`src/rtl/fetch_unit_if.sv`:
```
// rtl/fetch_unit_if.sv - instruction-memory request/response bus between fetch_unit and imem
interface fetch_unit_if #(
  parameter int XLEN = 64
);
  logic            imem_req;
  logic [XLEN-1:0] imem_addr;
  logic            imem_ack;
  logic [31:0]     imem_rdata;

  modport master (output imem_req, imem_addr, input  imem_ack, imem_rdata);
  modport slave  (input  imem_req, imem_addr, output imem_ack, imem_rdata);
endinterface

```
`src/rtl/fetch_unit.sv`:
```
// rtl/fetch_unit.sv - program counter, instruction register and imem fetch handshake
module fetch_unit #(
  parameter int              XLEN     = 64,
  parameter logic [XLEN-1:0] RESET_PC = '0,
  parameter int              TIMEOUT  = 15
) (
  input  logic            clk,
  input  logic            rst_n,
  fetch_unit_if.master    imem,
  input  logic            i_PCWrite,
  input  logic            i_PCWriteCond,
  input  logic            i_PCSrc,
  input  logic [1:0]      i_BranchOp,
  input  logic            i_LoadIR,
  input  logic [XLEN-1:0] i_alu_result,
  input  logic [XLEN-1:0] i_alu_out,
  input  logic            i_alu_zero,
  input  logic            i_alu_lt,
  output logic [31:0]     o_instruction,
  output logic [XLEN-1:0] o_pc,
  output logic            o_fetch_busy,
  output logic            o_instr_valid,
  output logic            o_fetch_err,
  output logic            o_misalign_err
);

  localparam int          CW  = $clog2(TIMEOUT + 1);
  localparam logic [31:0] NOP = 32'h00000013;

  typedef enum logic {S_IDLE, S_BUSY} state_t;

  state_t          r_state;
  logic [CW-1:0]   r_cnt;
  logic [XLEN-1:0] r_pc;
  logic [XLEN-1:0] r_addr;
  logic [31:0]     r_instr;
  logic            r_req;
  logic            r_busy;
  logic            r_valid;
  logic            r_ferr;
  logic            r_merr;

  logic            w_take;
  logic            w_pc_we;
  logic [XLEN-1:0] w_next_pc;

  always_comb begin
    w_take = 1'b0;
    case (i_BranchOp)
      2'b00:   w_take = i_alu_zero;
      2'b01:   w_take = !i_alu_zero;
      2'b10:   w_take = !i_alu_lt;
      default: w_take = i_alu_lt;
    endcase
  end

  assign w_pc_we   = i_PCWrite | (i_PCWriteCond & w_take);
  assign w_next_pc = i_PCSrc ? i_alu_out : i_alu_result;

  // A misaligned target is dropped rather than written, so pc always stays word aligned.
  always_ff @(posedge clk or negedge rst_n) begin
    if (!rst_n) begin
      r_pc   <= RESET_PC;
      r_merr <= 1'b0;
    end else if (w_pc_we) begin
      if (w_next_pc[1:0] != 2'b00) r_merr <= 1'b1;
      else                         r_pc   <= w_next_pc;
    end
  end

  always_ff @(posedge clk or negedge rst_n) begin
    if (!rst_n) begin
      r_state <= S_IDLE;
      r_cnt   <= '0;
      r_addr  <= '0;
      r_instr <= NOP;
      r_req   <= 1'b0;
      r_busy  <= 1'b0;
      r_valid <= 1'b0;
      r_ferr  <= 1'b0;
    end else begin
      r_valid <= 1'b0;
      case (r_state)
        S_IDLE: begin
          if (i_LoadIR) begin
            r_addr  <= r_pc;
            r_cnt   <= '0;
            r_req   <= 1'b1;
            r_busy  <= 1'b1;
            r_state <= S_BUSY;
          end
        end
        default: begin
          if (imem.imem_ack) begin
            r_instr <= imem.imem_rdata;
            r_valid <= 1'b1;
            r_req   <= 1'b0;
            r_busy  <= 1'b0;
            r_state <= S_IDLE;
          end else if (r_cnt == CW'(TIMEOUT)) begin
            r_instr <= NOP;
            r_valid <= 1'b1;
            r_ferr  <= 1'b1;
            r_req   <= 1'b0;
            r_busy  <= 1'b0;
            r_state <= S_IDLE;
          end else begin
            r_cnt <= r_cnt + 1'b1;
          end
        end
      endcase
    end
  end

  assign imem.imem_req  = r_req;
  assign imem.imem_addr = r_addr;
  assign o_instruction  = r_instr;
  assign o_pc           = r_pc;
  assign o_fetch_busy   = r_busy;
  assign o_instr_valid  = r_valid;
  assign o_fetch_err    = r_ferr;
  assign o_misalign_err = r_merr;

endmodule

```
`src/flat_wrapper.sv`:
```
// flat-port wrapper written by rule: the top's interface ports become plain ports
module fetch_unit_flat 
#(
  parameter int              XLEN     = 64,
  parameter logic [XLEN-1:0] RESET_PC = '0,
  parameter int              TIMEOUT  = 15
)
  (clk, rst_n, i_PCWrite, i_PCWriteCond, i_PCSrc, i_BranchOp, i_LoadIR, i_alu_result, i_alu_out, i_alu_zero, i_alu_lt, o_instruction, o_pc, o_fetch_busy, o_instr_valid, o_fetch_err, o_misalign_err, imem_imem_req, imem_imem_addr, imem_imem_ack, imem_imem_rdata);
  fetch_unit_if #(.XLEN(XLEN)) imem_i ();
  input  logic clk;
  input  logic rst_n;
  input  logic i_PCWrite;
  input  logic i_PCWriteCond;
  input  logic i_PCSrc;
  input  logic [1:0] i_BranchOp;
  input  logic i_LoadIR;
  input  logic [XLEN-1:0] i_alu_result;
  input  logic [XLEN-1:0] i_alu_out;
  input  logic i_alu_zero;
  input  logic i_alu_lt;
  output logic [31:0] o_instruction;
  output logic [XLEN-1:0] o_pc;
  output logic o_fetch_busy;
  output logic o_instr_valid;
  output logic o_fetch_err;
  output logic o_misalign_err;
  output wire logic [$bits(imem_i.imem_req)-1:0] imem_imem_req;
  output wire logic [$bits(imem_i.imem_addr)-1:0] imem_imem_addr;
  input wire logic [$bits(imem_i.imem_ack)-1:0] imem_imem_ack;
  input wire logic [$bits(imem_i.imem_rdata)-1:0] imem_imem_rdata;
  assign imem_imem_req = imem_i.imem_req;
  assign imem_imem_addr = imem_i.imem_addr;
  assign imem_i.imem_ack = imem_imem_ack;
  assign imem_i.imem_rdata = imem_imem_rdata;
  fetch_unit #(.XLEN(XLEN), .RESET_PC(RESET_PC), .TIMEOUT(TIMEOUT)) u_core (.clk(clk), .rst_n(rst_n), .imem(imem_i), .i_PCWrite(i_PCWrite), .i_PCWriteCond(i_PCWriteCond), .i_PCSrc(i_PCSrc), .i_BranchOp(i_BranchOp), .i_LoadIR(i_LoadIR), .i_alu_result(i_alu_result), .i_alu_out(i_alu_out), .i_alu_zero(i_alu_zero), .i_alu_lt(i_alu_lt), .o_instruction(o_instruction), .o_pc(o_pc), .o_fetch_busy(o_fetch_busy), .o_instr_valid(o_instr_valid), .o_fetch_err(o_fetch_err), .o_misalign_err(o_misalign_err));
endmodule
```
`config.mk`:
```
export PLATFORM = sky130hd
export DESIGN_NAME = fetch_unit_flat
export DESIGN_NICKNAME = d
export VERILOG_FILES = /design/src/rtl/fetch_unit_if.sv /design/src/rtl/fetch_unit.sv /design/src/flat_wrapper.sv
export SDC_FILE = /design/constraint.sdc
export NUM_CORES = 1
export LEC_CHECK = 0
export CELL_PAD_IN_SITES_DETAIL_PLACEMENT = 0
export CELL_PAD_IN_SITES_GLOBAL_PLACEMENT = 1
export CORE_MARGIN = 5
export CORE_UTILIZATION = 32
export CTS_BUF_LIST = sky130_fd_sc_hd__clkbuf_4
export DETAILED_ROUTE_END_ITERATION = 8
export HOLD_SLACK_MARGIN = 0.02
export PLACE_DENSITY = 0.83
export SYNTH_ARGS = -nofsm -noshare
export SYNTH_HDL_FRONTEND = slang
export SYNTH_SLANG_ARGS = --single-unit
```
`constraint.sdc`:
```
create_clock -name clk -period 2.2 [get_ports clk]
set_input_delay 0.33 -clock clk [delete_from_list [all_inputs] [get_ports clk]]
set_output_delay 0.33 -clock clk [all_outputs]
set_load 0.1 [all_outputs]
```
==> summary.txt, run 1 <==
Route
  • Routed wire per std cell: 17.7 um
  • Drt drc: 0
  • Vias after detailed routing: 5677
  • Initial drt markers: 239
  • Final ANT Viol Nets: 0
  • Avg Vias per Cell: 4.61
  • WL final: 21800 um
  • TritonRoute pass-1 iters: 4

Floorplan
  • Row count: 54
  • Die Wd: 158 um
  • Top Ports: 336
  • Die Y: 158 um
  • Die area: 0.0250 mm^2
  • Starting Density: 32.3%
  • Core area: 0.0218 mm^2

STA
  • Unrepaired setup endpoints after global routing: false
  • Post-layout min period: 1790 ps
  • Fin. Hold Viols: 0
  • Slew Limit Headroom: 65.3%
  • Final setup margin: 413 ps
  • Worst Skew: 17.9 ps
  • Endpoints failing setup: 0
  • Worst-Margin Slew: 521 ps
  • Max Clock Freq: 560 MHz
  • Max Transition Viols Final: 0
  • Fin crit share: 81.2%

Cells and area
  • FILL cells: 2023
  • Total Nets Final: 1110
  • Syn-to-layout area delta: 52.7%
  • Layout cells sized above 1: 30.8%
  • Non-Filler Instances: 1232
  • Utilization after layout: 49.3%

Global route
  • Pin count of the biggest net entering global routing: 53
  • Gr ovfl total: 0
  • First-pass GRT wire length: 32200 um
  • GR Util All Layers: 16.7%
  • Initial antenna violation count: 1
  • Number of global-route vias before repair: 5750

Outcome
  • Status: finished clean

Worst setup path
  • CP Data Arrival Time: 2230 ps
  • Critical Path End Type: flop
  • CP top delay family: buffers and inverters
  • CP Launch Type: input pin
  • CP max-delay cell: clkdlybuf4s50_1
  • Capture point of the worst path: u_core.o_pc[25]
  • Worst-path cell chain: clkdlybuf4s50_1 > nor2_1 > buf_4 > a21oi_1 > a311oi_4 > buf_12 > buf_12 > mux2_1
  • Required @ worst endpoint: 2640 ps
  • Largest fanout on the critical path: 18
  • Slowest Stage Delay on Critical Path: 400 ps
  • Cell with the most instances on the worst path: buf_12
  • Worst R2R Path Depth: 4
  • Worst r2r src: u_core.r_cnt[0]
  • Cell count along the critical path: 8
  • Setup crit start: i_alu_out[1]
  • R2R Setup Slk: 660 ps
  • Kind of critical path: input pin to flop
  • R2r endpoint: u_core.r_cnt[3]
  • Buf+Inv Stages, Crit Path: 4

Synth
  • Ys async rst share: 100%
  • Post-synth top flop: dfrtp_1
  • Top post-synthesis cells by count: nand2_1, dfrtp_1, mux2_2
  • Synthesis Warnings: 0
  • Most instantiated library cell after synthesis: nand2_1
  • Post-synth top area share: 59.1%
  • Distinct cells, synth: 27
  • Avg Cell Area, Syn: 11.8 um^2
  • Syn nets: 768
  • #FFs+latches synth: 169
  • Post-synth EDFFs: 0
  • Mapped Cells: 596
  • Synthesized cell area: 0.00703 mm^2
  • Seq/Total Area, Yosys: 60.2%
  • Largest cells by area after synthesis: dfrtp_1, nand2_1, mux2_2
  • Post-synth top area cell: dfrtp_1

Clock tree
  • Total CTS buffers: 17
  • Skew-Pair Late Insertion Delay: 550 ps
  • Sink Count: 169
  • TritonCTS clock tree: done
  • Clock transition at path regs: 150 ps
  • Root Buffer: clkbuf_4
  • Setup Buffers After CTS: 0
  • Bufs on Longest Clock Path: 2
  • H-tree depth: 4

Min path
  • Hold WC Path Type: input pin to asynchronous set/reset pin

Power and ir drop
  • Maximum vdd drop: 896 uV
  • Leak: 5.10 nW
  • Power Dens Cells: 1470 mW/mm^2

Run
  • Max-cap violations: 0

Place
  • Pre-CTS setup slack: -163 ps
  • Placed cells: 1198
  • HPWL Detailed: 16600 um
  • PortBufs: 335
  • GPL Wtd Cong: 0.771
==> placed cells by master, fill, tap and decap left out, types with 2 or more instances in the layout <==
cell type	Yosys	layout
clkinvlp_4	0	3
o22a_1	3	3
mux2_2	66	66
clkinv_4	0	2
buf_12	0	10
buf_4	1	177
a21oi_1	2	2
a22o_1	29	29
inv_6	0	6
nand3_1	5	5
dfrtp_1	166	166
o21ai_0	2	2
nor3_1	3	3
mux2_1	58	58
inv_1	2	2
and2_1	2	2
dfstp_2	3	3
nor2_1	7	7
nor2b_1	3	2
clkbuf_4	0	18
nand2b_1	4	3
clkdlybuf4s50_1	0	168
nand2_1	199	199
==> sequential cells by signal, indices dropped and copies added (netlist names) <==
signal and flops:
u_core.o_misalign_err 1, u_core.o_instr_valid 1, u_core.imem.imem_addr 64, u_core.r_cnt 4, u_core.imem.imem_req 1, u_core.o_pc 64, u_core.o_instruction 32, u_core.r_state 1
u_core.o_fetch_err 1
==> worst register-to-register path, delay by kind of cell (launching register included) <==
kind / cells / cell delay, ps
AO/OA/AOI/OAI: 2 / 590
adder cells (fa/ha/maj): 1 / 220
AND/OR/NAND/NOR: 1 / 190
flip-flops: 1 / 440
==> logic make-up after synthesis <==
family,Yosys count,synth area share [%]
AO/OA/AOI/OAI,41,5.11
adder cells (fa/ha/maj),1,0.178
buffers and inverters,37,2.15
flip-flops,169,60.2
multiplexers,124,19.9
AND/OR/NAND/NOR,224,12.5
==> per-layer routing <==
metal	global-route usage, %	vias to the layer above	wire length, um
li1	-	2704	-
met1	19.8	2723	8630
met2	27.7	234	10300
met3	7.00	16	2390
met4	5.16	0	416
met5	0	-	0
==> how the worst min path moves through the flow <==
stage	end	slack, ps
final	u_core.o_instruction[12]	280
after global routing	u_core.o_instruction[12]	240
after CTS	u_core.o_instruction[12]	220
after detailed placement	u_core.o_instruction[12]	320
after global placement	u_core.o_instruction[12]	320
after floorplan	u_core.imem.imem_addr[0]	30
==> per-stage QoR <==
step / cell area (um^2) / power, mW / setup TNS (ps) / hold WS [ps]
final: 10700 / 15.8 / 0 / 281
after detailed placement: 10500 / 14.2 / -7880 / 318
after global routing: 10700 / 16.4 / 0 / 242
after global placement: 10500 / 14.2 / -7300 / 318
after CTS: 10700 / 15.9 / 0 / 224
after floorplan: 7030 / 11.8 / 0 / 34.4
==> what timing repair did <==
item,CTS,global route
resized for setup,0,0
endpoints found under the hold margin,42,0
hold buffers,1,0
==> where the power goes <==
part           switching [mW]  internal (mW)
Combinational            7.57           1.95
Sequential              0.583           3.97
Clock                    1.20          0.487
Total                    9.36           6.41
==> layout make-up <==
type	count	area, um^2	area share, %
clock inverter	14	113	1.05
multi-input combinational	390	2660	24.7
clock buffer	18	135	1.26
timing repair buffer	358	3240	30.2
tap	280	350	3.26
antenna	1	2.50	0.0233
sequential	169	4230	39.4
inverter	2	7.51	0.0699
Power figures use the tool's default switching activity.
==> run 2, diff against run 1 <==
Settings changed: CORE_UTILIZATION 32 to 29, PLACE_DENSITY 0.83 to 0.8.
Clock period 2.2 ns to 1.6 ns, I/O delays scaled along.
==> run 2 against run 1 <==
Net effect:
- the run now ends with negative setup slack left
- critical path depth stayed put
- sequential power grew 52%
- sequential cell count stayed put
- critical path type unchanged
- critical endpoint is now u_core.o_pc[31]
==> summary.txt, run 2 (synthesis gave the netlist of run 1 again) <==
Outcome
  • Status: finished, violations left (was finished clean)
  • Failing checks: negative setup slack

Clock tree
  • Skew-Pair Late Insertion Delay: 540 ps (was 550 ps)
  • Total CTS buffers: 17 (unchanged)
  • TritonCTS clock tree: done (unchanged)
  • Root Buffer: clkbuf_4 (unchanged)
  • H-tree depth: 4 (unchanged)
  • Clock transition at path regs: 150 ps (about the same)
  • Sink Count: 169 (unchanged)
  • Bufs on Longest Clock Path: 2 (unchanged)

Route
  • WL final: 22800 um (was 21800 um)
  • Routed wire per std cell: 17.7 um (about the same)
  • Drt drc: 0 (unchanged)
  • Initial drt markers: 195 (was 239)
  • TritonRoute pass-1 iters: 4 (unchanged)
  • Vias after detailed routing: 5735 (was 5677)
  • Final ANT Viol Nets: 0 (unchanged)
  • Avg Vias per Cell: 4.44 (was 4.61)

Place
  • PortBufs: 335 (unchanged)
  • GPL Wtd Cong: 0.762 (was 0.771)
  • HPWL Detailed: 17800 um (was 16600 um)
  • Pre-CTS setup slack: -663 ps (was -163 ps)

Power and ir drop
  • Leak: 5.91 nW (was 5.10 nW)
  • Maximum vdd drop: 1200 uV (was 896 uV)
  • Power Dens Cells: 1950 mW/mm^2 (was 1470 mW/mm^2)

Global route
  • GR Util All Layers: 16.5% (was 16.7%)
  • Initial antenna violation count: 2 (was 1)
  • Number of global-route vias before repair: 6075 (was 5750)
  • Gr ovfl total: 0 (unchanged)
  • First-pass GRT wire length: 35900 um (was 32200 um)
  • Pin count of the biggest net entering global routing: 46 (was 53)

Floorplan
  • Die area: 0.0275 mm^2 (was 0.0250 mm^2)
  • Die Y: 166 um (was 158 um)
  • Die Wd: 166 um (was 158 um)
  • Starting Density: 29.2% (was 32.3%)
  • Top Ports: 336 (unchanged)
  • Row count: 57 (was 54)
  • Core area: 0.0241 mm^2 (was 0.0218 mm^2)

Cells and area
  • Most frequent cells in the layout: nand2_1, buf_12, clkdlybuf4s50_1 (was nand2_1, buf_4, clkdlybuf4s50_1)
  • Syn-to-layout area delta: 86.0% (was 52.7%)
  • Layout cells sized above 1: 33.3% (was 30.8%)
  • Utilization after layout: 54.3% (was 49.3%)
  • Commonest non-fill, non-tap cell in the layout: nand2_1 (unchanged)
  • Total Nets Final: 1125 (was 1110)

STA
  • Worst-Margin Slew: 392 ps (was 521 ps)
  • Fin. Hold Viols: 0 (unchanged)
  • Max Clock Freq: 617 MHz
  • Slew Limit Headroom: 73.9% (was 65.3%)
  • Max Transition Viols Final: 0 (unchanged)
  • Post-layout min period: 1620 ps
  • Endpoints failing setup: 1 (was 0)
  • Final setup margin: -19.7 ps (was 413 ps)
  • Setup_tns: -19.7 ps (was 0 ps)
  • Unrepaired setup endpoints after global routing: true (was false)
  • Worst Skew: 24.2 ps (was 17.9 ps)
  • Fin crit share: 101%

Run
  • Max-cap violations: 0 (unchanged)

Worst setup path
  • Setup crit start: i_BranchOp[1] (was i_alu_out[1])
  • Required @ worst endpoint: 2010 ps (was 2640 ps)
  • CP Launch Type: input pin (unchanged)
  • Largest fanout on the critical path: 13 (was 18)
  • CP Data Arrival Time: 2030 ps (was 2230 ps)
  • Kind of critical path: input pin to flop (unchanged)
  • Worst r2r src: u_core.r_cnt[0] (unchanged)
  • Critical Path End Type: flop (unchanged)

Min path
  • Hold WC Path Type: input pin to asynchronous set/reset pin (unchanged)
[run 2: per-layer routing]
| layer | track usage, % | share of wire [%] |
|---|---|---|
| met1 | 19.3 | 40 |
| met2 | 28.4 | 51 |
| met3 | 6.82 | 8.5 |
| met4 | 4.16 | 1.2 |
| met5 | 0 | 0 |
[run 2: metrics by stage]
stage          power [mW]  hold slack, ps  cells  instance area (um^2)
2_1_floorplan        16.3           -55.6    596                  7100
3_3_place_gp         23.2             182   1251                 12700
3_5_place_dp         23.4             182   1251                 12700
4_1_cts              25.7             102   1286                 13000
5_1_grt              26.4             118   1291                 13100
6_report             25.5             176   1291                 13100
[run 2: worst max-delay path, stage by stage]
cell	delay [ps]
clkdlybuf4s50_1	470
nand2b_4	120
nand3_1	130
a311oi_4	280
buf_6	160
buf_6	130
buf_12	140
mux2_1	340
[run 2: layout make-up]
type | count | area (um^2)
diodes | 2 | 5.00
clock inverters | 14 | 115
clock buffers | 17 | 128
multi-input cells | 390 | 2710
well taps | 324 | 405
repair buffers | 373 | 5480
inverters | 2 | 7.51
fillers | 2066 | 11000
flip-flops and latches | 169 | 4230
[run 2: power breakdown]
group	internal, mW	total, mW	switching (mW)	leakage, nW
logic	5.79	16.3	10.5	3.72
clock network	0.645	2.26	1.62	0.125
registers	5.46	6.93	1.46	2.06
total	11.9	25.5	13.6	5.91
[run 2: path summary, 6_finish.rpt]
check	endpoint	slack, ps	cells past startpoint
min	u_core.o_instruction[18]	180	2
min in group clk	u_core.o_instruction[1]	270	2
max	u_core.o_pc[31]	-20	8
max in group asynchronous	u_core.r_cnt[1]	820	3
max reg2reg	u_core.r_cnt[3]	100	5
min reg2reg	u_core.r_cnt[1]	550	2
[run 2: repair_timing]
item | 4_1_cts | 5_1_grt
gates cloned | 1 | 0
endpoints found under the hold margin | 169 | 0
hold buffers | 1 | 0
buffers inserted | 2 | 3
endpoints found under the setup margin | 17 | 24
resized for setup | 2 | 2
pin swaps | 1 | 0
